## src/rtl/song_if.sv

```systemverilog
`default_nettype none
// +----------------------------------------------------------------------------+
// | Interface : song_if                                                        |
// | Purpose   : Command, ROM and tone-generator signal bundle for the song     |
// |             sequencer.                                                     |
// |   master  : drives user commands, tempo_sel and rom_data (ROM side);       |
// |             observes rom_en/rom_addr, tone_div/tone_en, note_idx,          |
// |             busy and done.                                                 |
// |   slave   : the sequencer; the reverse directions.                         |
// | Revision  : 1.0  initial release                                           |
// +----------------------------------------------------------------------------+
interface song_if #(
  parameter int ADDR_W = 10,
  parameter int DIV_W  = 14
) ();
  logic              cmd_play;
  logic              cmd_pause;
  logic              cmd_stop;
  logic              cmd_next;
  logic [1:0]        tempo_sel;
  logic              rom_en;
  logic [ADDR_W-1:0] rom_addr;
  logic [DIV_W:0]    rom_data;
  logic [DIV_W-1:0]  tone_div;
  logic              tone_en;
  logic [ADDR_W-1:0] note_idx;
  logic              busy;
  logic              done;

  modport master (
    output cmd_play, cmd_pause, cmd_stop, cmd_next, tempo_sel, rom_data,
    input  rom_en, rom_addr, tone_div, tone_en, note_idx, busy, done
  );

  modport slave (
    input  cmd_play, cmd_pause, cmd_stop, cmd_next, tempo_sel, rom_data,
    output rom_en, rom_addr, tone_div, tone_en, note_idx, busy, done
  );
endinterface
`default_nettype wire

```

## src/rtl/song_sequencer.sv

```systemverilog
`default_nettype none
// +----------------------------------------------------------------------------+
// | Module   : song_sequencer                                                  |
// | Purpose  : Song playback controller. Steps a note index through the note   |
// |            ROM, latches each {divider, rest} word, times every note        |
// |            against a tempo-scaled beat and gates the tone with an          |
// |            articulation gap. Handles play/pause/stop/next commands.        |
// | Ports    : clk, rst (sync, active-high)                                    |
// |            bus (song_if.slave): cmd_play/pause/stop/next, tempo_sel,       |
// |            rom_en/rom_addr/rom_data, tone_div/tone_en, note_idx,           |
// |            busy, done                                                      |
// | Revision : 1.0  initial release                                            |
// +----------------------------------------------------------------------------+
module song_sequencer #(
  parameter int CLK_HZ  = 50_000_000,
  parameter int BEAT_HZ = 3,
  parameter int ADDR_W  = 10,
  parameter int LENGTH  = 783,
  parameter int DIV_W   = 14,
  parameter int GAP_CYC = CLK_HZ / BEAT_HZ / 16,
  parameter int LOOP    = 0
) (
  input  logic   clk,
  input  logic   rst,
  song_if.slave  bus
);

  localparam logic [2:0] S_IDLE   = 3'd0;
  localparam logic [2:0] S_FETCH  = 3'd1;
  localparam logic [2:0] S_LOAD   = 3'd2;
  localparam logic [2:0] S_PLAY   = 3'd3;
  localparam logic [2:0] S_PAUSED = 3'd4;
  localparam logic [2:0] S_DONE   = 3'd5;

  localparam logic [31:0]       c_beat_cyc = 32'(CLK_HZ / BEAT_HZ);
  localparam logic [31:0]       c_gap_cyc  = 32'(GAP_CYC);
  localparam logic [ADDR_W-1:0] c_last_idx = ADDR_W'(LENGTH - 1);

  logic [2:0]        r_state;
  logic [ADDR_W-1:0] r_note_idx;
  logic [DIV_W-1:0]  r_tone_div;
  logic              r_rest;
  logic [31:0]       r_beat_cnt;

  logic [31:0]       w_beat_len;
  logic              w_do_stop;
  logic              w_do_next;
  logic              w_do_pause;
  logic              w_do_play;
  logic              w_note_end;
  logic              w_last_note;

  // Only the highest-priority pulse of a cycle survives; the rest are dropped
  // even when the surviving one has no effect in the current state.
  assign w_do_stop  = bus.cmd_stop;
  assign w_do_next  = ~bus.cmd_stop & bus.cmd_next;
  assign w_do_pause = ~bus.cmd_stop & ~bus.cmd_next & bus.cmd_pause;
  assign w_do_play  = ~bus.cmd_stop & ~bus.cmd_next & ~bus.cmd_pause & bus.cmd_play;

  always_comb begin
    w_beat_len = c_beat_cyc;
    case (bus.tempo_sel)
      2'b01:   w_beat_len = c_beat_cyc >> 1;
      2'b10:   w_beat_len = c_beat_cyc << 1;
      default: w_beat_len = c_beat_cyc;
    endcase
  end

  // A note ends on skip or on beat expiry; a pause arriving on the expiry
  // cycle wins, so the note resumes at beat_cnt==0 and ends right after.
  assign w_note_end  = (r_state == S_PLAY) &
                       (w_do_next | (~w_do_pause & (r_beat_cnt == 32'd0)));
  assign w_last_note = (r_note_idx == c_last_idx);

  always_ff @(posedge clk) begin
    if (rst) begin
      r_state    <= S_IDLE;
      r_note_idx <= '0;
      r_tone_div <= '0;
      r_rest     <= 1'b0;
      r_beat_cnt <= '0;
    end else if (w_do_stop) begin
      // tone_div intentionally keeps its last value
      r_state    <= S_IDLE;
      r_note_idx <= '0;
    end else begin
      case (r_state)
        S_IDLE: begin
          if (w_do_play) r_state <= S_FETCH;
        end
        S_FETCH: begin
          r_state <= S_LOAD;
        end
        S_LOAD: begin
          r_tone_div <= bus.rom_data[DIV_W:1];
          r_rest     <= bus.rom_data[0];
          r_beat_cnt <= w_beat_len - 32'd1;
          r_state    <= S_PLAY;
        end
        S_PLAY: begin
          if (w_note_end) begin
            if (w_last_note) begin
              if (LOOP != 0) begin
                r_note_idx <= '0;
                r_state    <= S_FETCH;
              end else begin
                r_state    <= S_DONE;
              end
            end else begin
              r_note_idx <= r_note_idx + 1'b1;
              r_state    <= S_FETCH;
            end
          end else if (w_do_pause) begin
            r_state <= S_PAUSED;
          end else begin
            r_beat_cnt <= r_beat_cnt - 32'd1;
          end
        end
        S_PAUSED: begin
          if (w_do_play) r_state <= S_PLAY;
        end
        S_DONE: begin
          if (w_do_play) begin
            r_note_idx <= '0;
            r_state    <= S_FETCH;
          end
        end
        default: begin
          r_state <= S_IDLE;
        end
      endcase
    end
  end

  assign bus.rom_en   = (r_state == S_FETCH);
  assign bus.rom_addr = r_note_idx;
  assign bus.note_idx = r_note_idx;
  assign bus.tone_div = r_tone_div;
  // The last GAP_CYC cycles of each note are silent for articulation.
  assign bus.tone_en  = (r_state == S_PLAY) & ~r_rest & (r_beat_cnt >= c_gap_cyc);
  assign bus.busy     = (r_state == S_FETCH) | (r_state == S_LOAD) |
                        (r_state == S_PLAY)  | (r_state == S_PAUSED);
  assign bus.done     = (r_state == S_DONE);

endmodule
`default_nettype wire

```

## src/flat_wrapper.sv

```systemverilog
// flat-port wrapper written by rule: the top's interface ports become plain ports
module song_sequencer_flat 
#(
  parameter int CLK_HZ  = 50_000_000,
  parameter int BEAT_HZ = 3,
  parameter int ADDR_W  = 10,
  parameter int LENGTH  = 783,
  parameter int DIV_W   = 14,
  parameter int GAP_CYC = CLK_HZ / BEAT_HZ / 16,
  parameter int LOOP    = 0
)
  (clk, rst, bus_cmd_play, bus_cmd_pause, bus_cmd_stop, bus_cmd_next, bus_tempo_sel, bus_rom_data, bus_rom_en, bus_rom_addr, bus_tone_div, bus_tone_en, bus_note_idx, bus_busy, bus_done);
  song_if #(.ADDR_W(ADDR_W), .DIV_W(DIV_W)) bus_i ();
  input  logic clk;
  input  logic rst;
  input wire logic [$bits(bus_i.cmd_play)-1:0] bus_cmd_play;
  input wire logic [$bits(bus_i.cmd_pause)-1:0] bus_cmd_pause;
  input wire logic [$bits(bus_i.cmd_stop)-1:0] bus_cmd_stop;
  input wire logic [$bits(bus_i.cmd_next)-1:0] bus_cmd_next;
  input wire logic [$bits(bus_i.tempo_sel)-1:0] bus_tempo_sel;
  input wire logic [$bits(bus_i.rom_data)-1:0] bus_rom_data;
  output wire logic [$bits(bus_i.rom_en)-1:0] bus_rom_en;
  output wire logic [$bits(bus_i.rom_addr)-1:0] bus_rom_addr;
  output wire logic [$bits(bus_i.tone_div)-1:0] bus_tone_div;
  output wire logic [$bits(bus_i.tone_en)-1:0] bus_tone_en;
  output wire logic [$bits(bus_i.note_idx)-1:0] bus_note_idx;
  output wire logic [$bits(bus_i.busy)-1:0] bus_busy;
  output wire logic [$bits(bus_i.done)-1:0] bus_done;
  assign bus_i.cmd_play = bus_cmd_play;
  assign bus_i.cmd_pause = bus_cmd_pause;
  assign bus_i.cmd_stop = bus_cmd_stop;
  assign bus_i.cmd_next = bus_cmd_next;
  assign bus_i.tempo_sel = bus_tempo_sel;
  assign bus_i.rom_data = bus_rom_data;
  assign bus_rom_en = bus_i.rom_en;
  assign bus_rom_addr = bus_i.rom_addr;
  assign bus_tone_div = bus_i.tone_div;
  assign bus_tone_en = bus_i.tone_en;
  assign bus_note_idx = bus_i.note_idx;
  assign bus_busy = bus_i.busy;
  assign bus_done = bus_i.done;
  song_sequencer #(.CLK_HZ(CLK_HZ), .BEAT_HZ(BEAT_HZ), .ADDR_W(ADDR_W), .LENGTH(LENGTH), .DIV_W(DIV_W), .GAP_CYC(GAP_CYC), .LOOP(LOOP)) u_core (.clk(clk), .rst(rst), .bus(bus_i));
endmodule
```

## config.mk

```make
export PLATFORM = sky130hd
export DESIGN_NAME = song_sequencer_flat
export DESIGN_NICKNAME = d
export VERILOG_FILES = /design/src/rtl/song_if.sv /design/src/rtl/song_sequencer.sv /design/src/flat_wrapper.sv
export SDC_FILE = /design/constraint.sdc
export NUM_CORES = 1
export LEC_CHECK = 0
export ABC_AREA = 0
export ABC_CLOCK_PERIOD_IN_PS = 2300
export BUFFER_PORTS_ARGS = -buffer_cell sky130_fd_sc_hd__buf_2
export CORE_UTILIZATION = 35
export CTS_BUF_LIST = sky130_fd_sc_hd__clkbuf_16
export DETAILED_ROUTE_END_ITERATION = 12
export PLACE_DENSITY = 0.66
export SLEW_MARGIN = 20
export SYNTH_ARGS = -nofsm -noshare
export SYNTH_HDL_FRONTEND = slang
export SYNTH_SLANG_ARGS = --single-unit
```

## constraint.sdc

```tcl
create_clock -name clk -period 2.3 [get_ports clk]
set_input_delay 0.345 -clock clk [delete_from_list [all_inputs] [get_ports clk]]
set_output_delay 0.345 -clock clk [all_outputs]
set_load 0.005 [all_outputs]
```

== After elaboration in Yosys (flattened, before gate mapping) ==
Cells that the tools add are included.

* Bitwise operators: 18
* Equal/unequal tests: 16
* Reduce and logical (&&, ||, !) cells: 10
* Add/subtract/negate cells: 3
* Order comparisons: 1
* Multiplexer cells: 14

{| class="wikitable"
|+ Operator list
! operator !! count
|-
| $mux W32 || 2
|-
| $pmux W32 S2 || 1
|-
| $pmux W25 S2 || 1
|-
| $ge A32 B20 Y1 const B || 1
|-
| $logic_not A32 Y1 || 1
|-
| $sub A32 B1 Y32 const B || 1
|-
| $mux W10 || 3
|-
| $sub A25 B1 Y26 const B || 1
|-
| $pmux W10 S2 || 1
|-
| $mux W3 || 5
|-
| $pmux W3 S5 || 1
|-
| $add A10 B1 Y10 const B || 1
|-
| $eq A10 B10 Y1 const B || 1
|-
| $and A1 B1 Y1 || 9
|-
| $ne A2 B1 Y1 const B || 4
|-
| $reduce_and A4 Y1 || 2
|-
| $eq A3 B2 Y1 const B || 2
|-
| $eq A3 B3 Y1 const B || 2
|-
| $ne A2 B2 Y1 const B || 3
|-
| $not A1 Y1 || 5
|-
| $or A1 B1 Y1 || 4
|-
| $reduce_bool A2 Y1 || 2
|-
| $reduce_or A2 Y1 || 2
|-
| $eq A3 B1 Y1 const B || 1
|-
| other kinds (6) || 6
|}

* Bits in registers: 60
* Input port bits: 23
* Logic and storage cells: 67

== Depth between registers and ports, before layout ==
Gate-level depths: netlist of run 1.

* Depth after elaboration: 9
* Depth in mapped cells: 9
* Mapped depth without buffers: 8

== Least setup slack after synthesis of run 1 ==
Ideal clock, no wire load.

* Path type: reg-to-reg
* Start: register u_core.r_beat_cnt[0]
* End: register u_core.r_beat_cnt[23]
* Path slack: -0.015 ns
* Cell stages (with the launch flop): 10
* Required time: 2.168 ns
* Buffers on the path: 1
* Arrival time: 2.183 ns
* Path through: dfxtp_1 > inv_1 > ha_1 > nor3b_2 > nand4_1 > o31ai_4 > nand2_1 > buf_2 > o21ai_1 > a21oi_2

* Longest elaborated chain between the ends: 6
* Elaborated cells on any way between the ends: 10

{| class="wikitable"
|+ RTL lines
! element !! RTL line !! source
|-
| from (decl) || song_sequencer.sv:43 || <nowiki>logic [31:0] r_beat_cnt;</nowiki>
|-
| from (signal assigned) || song_sequencer.sv:97 || <nowiki>r_beat_cnt <= w_beat_len - 32'd1;</nowiki>
|-
| from (signal assigned) || song_sequencer.sv:116 || <nowiki>r_beat_cnt <= r_beat_cnt - 32'd1;</nowiki>
|-
| branches (longest 6 deep; another with $sub A32 B1 Y32) || n/a ||
|}

Parallel ways; which one is timed is not known. The select of a mux whose other input is x is not followed.
A chain may end at the register's enable or synchronous reset.

== Worst setup path after layout of run 1 ==
* Start: register u_core.r_beat_cnt[0]
* End: register u_core.r_beat_cnt[31]

The elaborated chain is that of the path after synthesis.

==> key figures, run 1 <==
Logic synthesis
  • Asr flop ratio synth: 0%
  • Share of synthesized area spent on multiplexers: 0%
  • Most instantiated cells after synthesis: sky130_fd_sc_hd__dfxtp_1 (60), sky130_fd_sc_hd__nand2_1 (57), sky130_fd_sc_hd__nor2_1 (52), sky130_fd_sc_hd__a21oi_1 (44), sky130_fd_sc_hd__o21ai_0 (23)
  • Distinct cells, synth: 56
  • Count of flip-flops with a built-in enable after synthesis: 0
  • Xor/xnor share of the synthesized area: just over 6%
  • Cell types occupying the most area after synthesis: sky130_fd_sc_hd__dfxtp_1 (35%), sky130_fd_sc_hd__a21oi_1 (6.5%), sky130_fd_sc_hd__nand2_1 (6.3%), sky130_fd_sc_hd__nor2_1 (5.8%), sky130_fd_sc_hd__xnor2_1 (3.6%)
  • Gate count after technology mapping: 440
  • Fraction of the mapped netlist area in simple logic gates: a little under a third
  • Combinational family with the most area after synthesis: simple AND/OR/NAND/NOR gates
  • Number of warning messages in the yosys log: 0
  • Synthesized-area fraction occupied by adder cells: under 10%
  • Most used standard cell by instance count after synthesis: sky130_fd_sc_hd__dfxtp_1
  • Top FF cell, synth: sky130_fd_sc_hd__dfxtp_1
  • Flops & latches, synth: 60
  • Cell Area, Synth: around 3400 sq um
  • Synth area leader: sky130_fd_sc_hd__dfxtp_1
  • Mean instance size in the synthesized netlist: 7.71 sq um
  • Portion of synthesized cell area occupied by the leading cell type: 35.4%
  • Sequential-to-total area share from yosys stat: a little over a third
  • Post-synthesis net count: 471
  • Synth Area in Compound Gates: a little under a fifth

CTS
  • CTS tree: built
  • Number of clock sinks seen by CTS: 60
  • Depth of the CTS H-tree: 3
  • Max clock buf depth: 2
  • Buffers inserted by post-CTS timing repair: 0
  • Clock edge transition at the registers on the reported setup and hold paths: 60 ps
  • Clock network latency to the later pin of the worst-skew pair: 330 ps
  • CTS root buf: sky130_fd_sc_hd__clkbuf_16
  • Number of buffers added by the clock tree synthesis step: 9

Placed design
  • Post-DP Area: slightly below 4000 sq um
  • Gp weighted congestion: around 0.89
  • Post-DP HPWL: roughly 6400 um
  • Number of placed instances with taps included: between 600 and 700
  • Number of buffer cells added on primary ports: 60

Route
  • Wire length per cell: between 10 and 15 um
  • Remaining antenna violation count after routing: 0
  • Routed vias: approximately 3600
  • Post-DR vias/cell: 5.49
  • TritonRoute pass-1 iters: 5
  • Initial DRC count: approximately 230
  • Final wirelength: ~9400 um
  • DRC violation count after routing: 0

Worst setup path
  • Crit path capture type: flip-flop
  • Critical path start-end classification: flip-flop to flip-flop
  • Data arrival time at the worst-slack endpoint: 2440 ps
  • Highest fanout seen on the critical path: 9
  • Required time of the critical path: around 2500 ps
  • CP startpoint kind: flip-flop

Global routing
  • Number of global-route vias before repair: between 3000 and 4000
  • GRT Resource Usage Total: roughly 19%
  • Overflow left after global routing: 0
  • First-pass GRT wire length: about 15000 um
  • Initial antenna violation count: 0
  • Pin count of the biggest net entering global routing: 33

Power and ir drop
  • Internal power component: between 1.5 and 2 mW
  • Peak VDD IR: between 0.4 and 0.5 mV
  • Net Sw Frac: around a quarter
  • Leakage dissipation: 1.72 nW
  • Part of the total power dissipated in the clock network: around half
  • Final total power: roughly 2.5 mW
  • Reg power frac: a little over two fifths
  • Switching power total: slightly below 0.6 mW
  • Comb pwr share: 7.0%
  • Power density relative to cell area: 595 nW/um^2

Timing
  • Final total negative setup slack: 0 ps
  • Final worst path period need: 2240 ps
  • Worst-margin pin slew: around 500 ps
  • Number of pins exceeding their max-slew limit in the final report: 0
  • Worst Skew: 8.28 ps
  • Max Freq: 447 MHz
  • Portion of the clock cycle consumed by the worst path in the final layout: roughly 97%
  • Final hold violation count: 0
  • Remaining max-slew budget at the tightest pin: about two thirds
  • Total of endpoints with negative setup slack in the final report: 0

Floorplanning
  • I/O pin cnt: between 60 and 70
  • Effective utilization at floorplan: a little over a third
  • Width of the die: ~100 um
  • Core Footprint: ~9300 sq um
  • Row cnt: 35
  • Total Die Area: between 10000 and 15000 sq um
  • Height of the chip: 100 um

Min path
  • Path type of the worst min-delay path: input pin to flip-flop

Finish
  • N_diodes: 0
  • NumNets Final: 544
  • Sequential cell area: 1200 sq um
  • Final cell count without fillers: approximately 650
  • Fraction of final layout cells sized beyond drive strength 1: ~25%
  • Final Instance Area: 4260 sq um
  • Filler cell count in the final layout: around 940
  • Growth of design area from synthesis to finish: 25.6%
  • Multi-input gate area: about 2000 sq um

Run
  • Number of max-cap violations: 0

Outcome
  • Result of the run: complete, no violations
## path summary, 6_finish.rpt
| check | to | slack (ps) | cells after the start | from |
|---|---|---|---|---|
| min reg2reg | u_core.bus.tone_div[4] | 450 | 2 | u_core.bus.tone_div[4] |
| max | u_core.r_beat_cnt[31] | 60 | 9 | u_core.r_beat_cnt[0] |
| min | u_core.bus.tone_div[13] | 240 | 3 | bus_rom_data[14] |
| max reg2reg | u_core.r_beat_cnt[31] | 60 | 9 | u_core.r_beat_cnt[0] |
## metal layers
layer  track usage, %  share of wire, %  routed length [um]
met1             23.7                46                4280
met2             31.5                45                4200
met3             5.15               6.6                 619
met4             9.48               2.9                 271
met5                0                 0                   0
## flip-flops by register name, indices dropped and copies added (netlist names)
name / flops
u_core.r_beat_cnt: 32
u_core.bus.tone_div: 14
u_core.bus.note_idx: 10
u_core.r_state: 3
u_core.r_rest: 1
## timing repair
item / 4_1_cts / 5_1_grt
resized for setup: 1 / 6
endpoints found under the hold margin: 0 / 0
pin swaps: 3 / 1
cloned: 3 / 0
setup endpoints to repair: 12 / 22
hold buffers: 0 / 0
## through the flow
| stage | hold slack (ps) | setup slack, ps | utilization [%] |
|---|---|---|---|
| after global routing | 246 | -1.08 | 45.7 |
| after global placement | 440 | 36.6 | 42.1 |
| after detailed placement | 445 | -26.9 | 42.1 |
| after floorplan | 436 | 5.60 | - |
| after CTS | 235 | 38.8 | 45.5 |
| final | 243 | 63.4 | 45.7 |
## power groups by stage
stage                     registers, mW  clock network (mW)  logic, mW
after CTS                          1.05                1.33      0.175
final                              1.05                1.30      0.177
after detailed placement           1.07                   0      0.172
after global placement             1.07                   0      0.170
after floorplan                    1.07                   0      0.103
after global routing               1.05                1.37      0.193
## placed cells by master, fill, tap and decap left out, types with 4 or more instances in the layout
master,n
sky130_fd_sc_hd__buf_2,60
sky130_fd_sc_hd__dfxtp_1,59
sky130_fd_sc_hd__nand2_1,57
sky130_fd_sc_hd__nor2_1,52
sky130_fd_sc_hd__a21oi_1,44
sky130_fd_sc_hd__buf_4,33
sky130_fd_sc_hd__o21ai_0,22
sky130_fd_sc_hd__nor3_1,19
sky130_fd_sc_hd__xnor2_1,14
sky130_fd_sc_hd__nor4_1,13
sky130_fd_sc_hd__nand3_1,13
sky130_fd_sc_hd__o21ai_1,11
sky130_fd_sc_hd__xor2_1,10
sky130_fd_sc_hd__clkbuf_16,9
sky130_fd_sc_hd__ha_1,7
sky130_fd_sc_hd__inv_1,6
sky130_fd_sc_hd__nor2b_1,5
sky130_fd_sc_hd__nand4_1,5
sky130_fd_sc_hd__a31oi_1,4
## worst max-delay path: stages, from the launching register on
cell                        delay [ps]
sky130_fd_sc_hd__dfxtp_1           360
sky130_fd_sc_hd__inv_2             100
sky130_fd_sc_hd__ha_2              200
sky130_fd_sc_hd__nor3b_4           240
sky130_fd_sc_hd__nand4_1           130
sky130_fd_sc_hd__buf_4             210
sky130_fd_sc_hd__o31a_4            410
sky130_fd_sc_hd__o2111ai_1         220
sky130_fd_sc_hd__xor2_1            170
sky130_fd_sc_hd__nor2_1             60
## logic make-up after synthesis
family          Yosys count
simple gates            204
xor+xnor                 24
buf+inv                  40
fa+ha+maj                 8
flops                    60
compound gates          104
## cell type report
type | count | area share, %
multi-input combinational | 343 | 47.9
sequential | 60 | 28.2
timing repair buffer | 93 | 12.9
clock buffer | 9 | 5.29
tap | 129 | 3.79
clock inverter | 7 | 1.38
inverter | 6 | 0.529
No activity file was read; power rests on OpenSTA's default activity.
==> inputs of run 2 (changes only) <==
--- a/config.mk
+++ b/config.mk
@@ -8,10 +8,12 @@
 export ABC_AREA = 0
 export ABC_CLOCK_PERIOD_IN_PS = 2300
 export BUFFER_PORTS_ARGS = -buffer_cell sky130_fd_sc_hd__buf_2
+export CELL_PAD_IN_SITES_DETAIL_PLACEMENT = 0
+export CELL_PAD_IN_SITES_GLOBAL_PLACEMENT = 1
 export CORE_UTILIZATION = 35
 export CTS_BUF_LIST = sky130_fd_sc_hd__clkbuf_16
 export DETAILED_ROUTE_END_ITERATION = 12
-export PLACE_DENSITY = 0.66
+export PLACE_DENSITY = 0.83
 export SLEW_MARGIN = 20
 export SYNTH_ARGS = -nofsm -noshare
 export SYNTH_HDL_FRONTEND = slang
==> run 2 against run 1 <==
  * The run now ends with setup timing left
  * Critical endpoint is now u_core.r_beat_cnt[24]
  * Final cell count increased by 1.7%
  * Sequential share of layout area decreased by 0.81 points
  * Global-route usage decreased by 0.68 points
  * Total power increased by 0.25%
  * Via count increased by 0.62%
==> key figures, run 2 (synthesis results as in run 1) <==
Outcome
  • Result of the run: complete, but fails checks (was complete, no violations)
  • Failing checks: setup timing

Timing
  • Portion of the clock cycle consumed by the worst path in the final layout: 101% (was 97.2%)
  • Worst Skew: 7.77 ps (was 8.28 ps)
  • Max Freq: 429 MHz (was 447 MHz)
  • Remaining max-slew budget at the tightest pin: 60.1% (was 66.1%)
  • Final hold violation count: 0 (unchanged)
  • Setup repair after global routing missed its margin: yes
  • Total of endpoints with negative setup slack in the final report: 6 (was 0)
  • Final total negative setup slack: -98.8 ps (was 0 ps)
  • Worst-margin pin slew: 593 ps (was 504 ps)
  • Slack of the critical path: -30.6 ps (was 63.4 ps)
  • Final worst path period need: 2330 ps (was 2240 ps)
  • Number of pins exceeding their max-slew limit in the final report: 0 (unchanged)

CTS
  • Depth of the CTS H-tree: 3 (unchanged)
  • Clock edge transition at the registers on the reported setup and hold paths: 60 ps (about the same)
  • CTS root buf: sky130_fd_sc_hd__clkbuf_16 (unchanged)
  • Post-CTS Hold Buffers: 0 (unchanged)
  • Clock network latency to the later pin of the worst-skew pair: 330 ps (about the same)
  • CTS tree: built (unchanged)
  • Number of clock sinks seen by CTS: 60 (unchanged)
  • Number of buffers added by the clock tree synthesis step: 9 (unchanged)
  • Max clock buf depth: 2 (unchanged)

Floorplanning
  • Core Footprint: 9330 sq um (unchanged)
  • Height of the chip: 100 um (unchanged)
  • I/O pin cnt: 61 (unchanged)
  • Total Die Area: 10100 sq um (unchanged)
  • Row cnt: 35 (unchanged)
  • Width of the die: 100 um (unchanged)
  • Effective utilization at floorplan: 36.4% (unchanged)

Placed design
  • Post-DP HPWL: 6290 um (was 6400 um)
  • Gp weighted congestion: 0.822 (was 0.886)
  • Setup slack at placement: -2.59 ps (was -26.9 ps)
  • Number of buffer cells added on primary ports: 60 (unchanged)

Worst setup path
  • Critical path start-end classification: flip-flop to flip-flop (unchanged)
  • Slowest stage delay, CP: 560 ps (was 410 ps)
  • Crit path capture type: flip-flop (unchanged)
  • CP startpoint kind: flip-flop (unchanged)
  • Worst-path cell with the longest stage delay: sky130_fd_sc_hd__or4_4 (was sky130_fd_sc_hd__o31a_4)
  • Data arrival time at the worst-slack endpoint: 2590 ps (was 2440 ps)
  • Register-to-register setup slack: -30 ps (was 60 ps)
  • Top delay family on crit path: simple AND/OR/NAND/NOR gates (was compound AO/OA/AOI/OAI gates)
  • Required time of the critical path: 2560 ps (was 2500 ps)
  • Worst path cell trace: or4_4 -> or3_4 -> o31a_4 -> nor2_4 -> o21ai_1 -> a21oi_2 (was inv_2 -> ha_2 -> nor3b_4 -> nand4_1 -> buf_4 -> o31a_4 -> o2111ai_1 -> xor2_1 -> nor2_1)
  • Highest fanout seen on the critical path: 9 (unchanged)
  • Buffer and inverter count on the worst path: 0 (was 2)

Finish
  • Leading cell type in the layout, fill and taps excluded: sky130_fd_sc_hd__buf_2 (unchanged)
  • Growth of design area from synthesis to finish: 29.3% (was 25.6%)
  • Fraction of final layout cells sized beyond drive strength 1: 28.2% (was 25.5%)
  • NumNets Final: 555 (was 544)
  • Number of flip-flops in the largest register: 32 (unchanged)
  • N_diodes: 0 (unchanged)
  • Leading cell types in the layout, fill and taps excluded: sky130_fd_sc_hd__buf_2 (60), sky130_fd_sc_hd__dfxtp_1 (59), sky130_fd_sc_hd__nand2_1 (56), sky130_fd_sc_hd__nor2_1 (52), sky130_fd_sc_hd__a21oi_1 (44) (was sky130_fd_sc_hd__buf_2 (60), sky130_fd_sc_hd__dfxtp_1 (59), sky130_fd_sc_hd__nand2_1 (57), sky130_fd_sc_hd__nor2_1 (52), sky130_fd_sc_hd__a21oi_1 (44))
  • Largest reg by FF count: u_core.r_beat_cnt (unchanged)

Power and ir drop
  • Comb pwr share: 7.7% (was 7.0%)
  • Leakage dissipation: 1.78 nW (was 1.72 nW)
  • Internal power component: 1.95 mW (was 1.94 mW)
  • Reg power frac: 41.4% (was 41.6%)
  • Net Sw Frac: 23.1% (was 23.4%)
  • Power density relative to cell area: 579 nW/um^2 (was 595 nW/um^2)
  • Peak VDD IR: 0.337 mV (was 0.435 mV)
  • Switching power total: 0.587 mW (was 0.594 mW)
  • Part of the total power dissipated in the clock network: 50.9% (was 51.4%)

Route
  • Top routing layer used: met4 (unchanged)
  • Wire length the detailed router placed on met1: 4450 um (was 4280 um)
  • DRC violation count after routing: 0 (unchanged)
  • Initial DRC count: 358 (was 233)
  • Remaining antenna violation count after routing: 0 (unchanged)
  • TritonRoute pass-1 iters: 5 (unchanged)
  • Post-DR vias/cell: 5.43 (was 5.49)
  • Detailed route wirelength on metal3: 510 um (was 619 um)
  • Routed vias: 3574 (was 3552)
  • Final wirelength: 9570 um (was 9370 um)
  • Wire length per cell: 14.6 um (was 14.5 um)
  • Met2 routed wirelength: 4500 um (was 4200 um)

Min path
  • Path type of the worst min-delay path: input pin to flip-flop (unchanged)

Global routing
  • Pin count of the biggest net entering global routing: 38 (was 33)
  • GRT Resource Usage Total: 18.7% (was 19.4%)
  • Number of global-route vias before repair: 3147 (was 3233)
  • First-pass GRT wire length: 15000 um (was 15300 um)
  • Initial antenna violation count: 0 (unchanged)
  • Overflow left after global routing: 0 (unchanged)

Run
  • Number of max-cap violations: 0 (unchanged)
==> run 2: worst paths after layout <==
check / startpoint / end / cells past startpoint
setup / recovery: u_core.r_beat_cnt[23] / u_core.r_beat_cnt[24] / 6
hold / removal: bus_rom_data[0] / u_core.r_rest / 3
setup reg to reg: u_core.r_beat_cnt[23] / u_core.r_beat_cnt[24] / 6
hold reg to reg: u_core.bus.tone_div[1] / u_core.bus.tone_div[1] / 2
==> run 2: power groups by stage <==
stage	clock network, mW	registers, mW	logic [mW]
after floorplan	0	1.07	0.103
after global placement	0	1.07	0.177
after detailed placement	0	1.07	0.179
after CTS	1.31	1.05	0.185
after global routing	1.36	1.05	0.214
final	1.29	1.05	0.196
==> run 2: layer usage <==
layer / global-route usage (%) / vias up
met1: 24.5 / 1725
met2: 30.6 / 115
met3: 3.97 / 9
met5: 0 / -
met4: 6.02 / 0
li1: - / 1725
==> run 2: metrics by stage <==
step                cell area (sq um)  power [mW]  hold slack (ps)  cells  util (%)
CTS                              4270        2.54              249    652      45.8
finish                           4390        2.54              256    658      47.0
detailed placement               3970        1.25              445    634      42.6
global route                     4390        2.62              258    658      47.0
global placement                 3970        1.25              439    634      42.6
floorplan                        3390        1.18              436    440         -
==> run 2: final cells by class <==
| class | count | area, sq um |
|---|---|---|
| Fill cell | 936 | 4940 |
| Clock buffer | 9 | 225 |
| Sequential cell | 60 | 1200 |
| Inverter | 6 | 22.5 |
| Timing Repair Buffer | 104 | 642 |
| Clock inverter | 7 | 58.8 |
| Multi-Input combinational cell | 343 | 2070 |
| Tap cell | 129 | 161 |
==> run 2: worst min-delay path, cell delays in order <==
cell,delay (ps)
sky130_fd_sc_hd__buf_2,90
sky130_fd_sc_hd__nand2_1,50
sky130_fd_sc_hd__a21oi_1,50
==> run 2: timing repair <==
action	4_1_cts	5_1_grt
endpoints found under the setup margin	5	39
cloned	0	4
buffers inserted	2	2
resized for setup	1	18
pin swaps	1	10
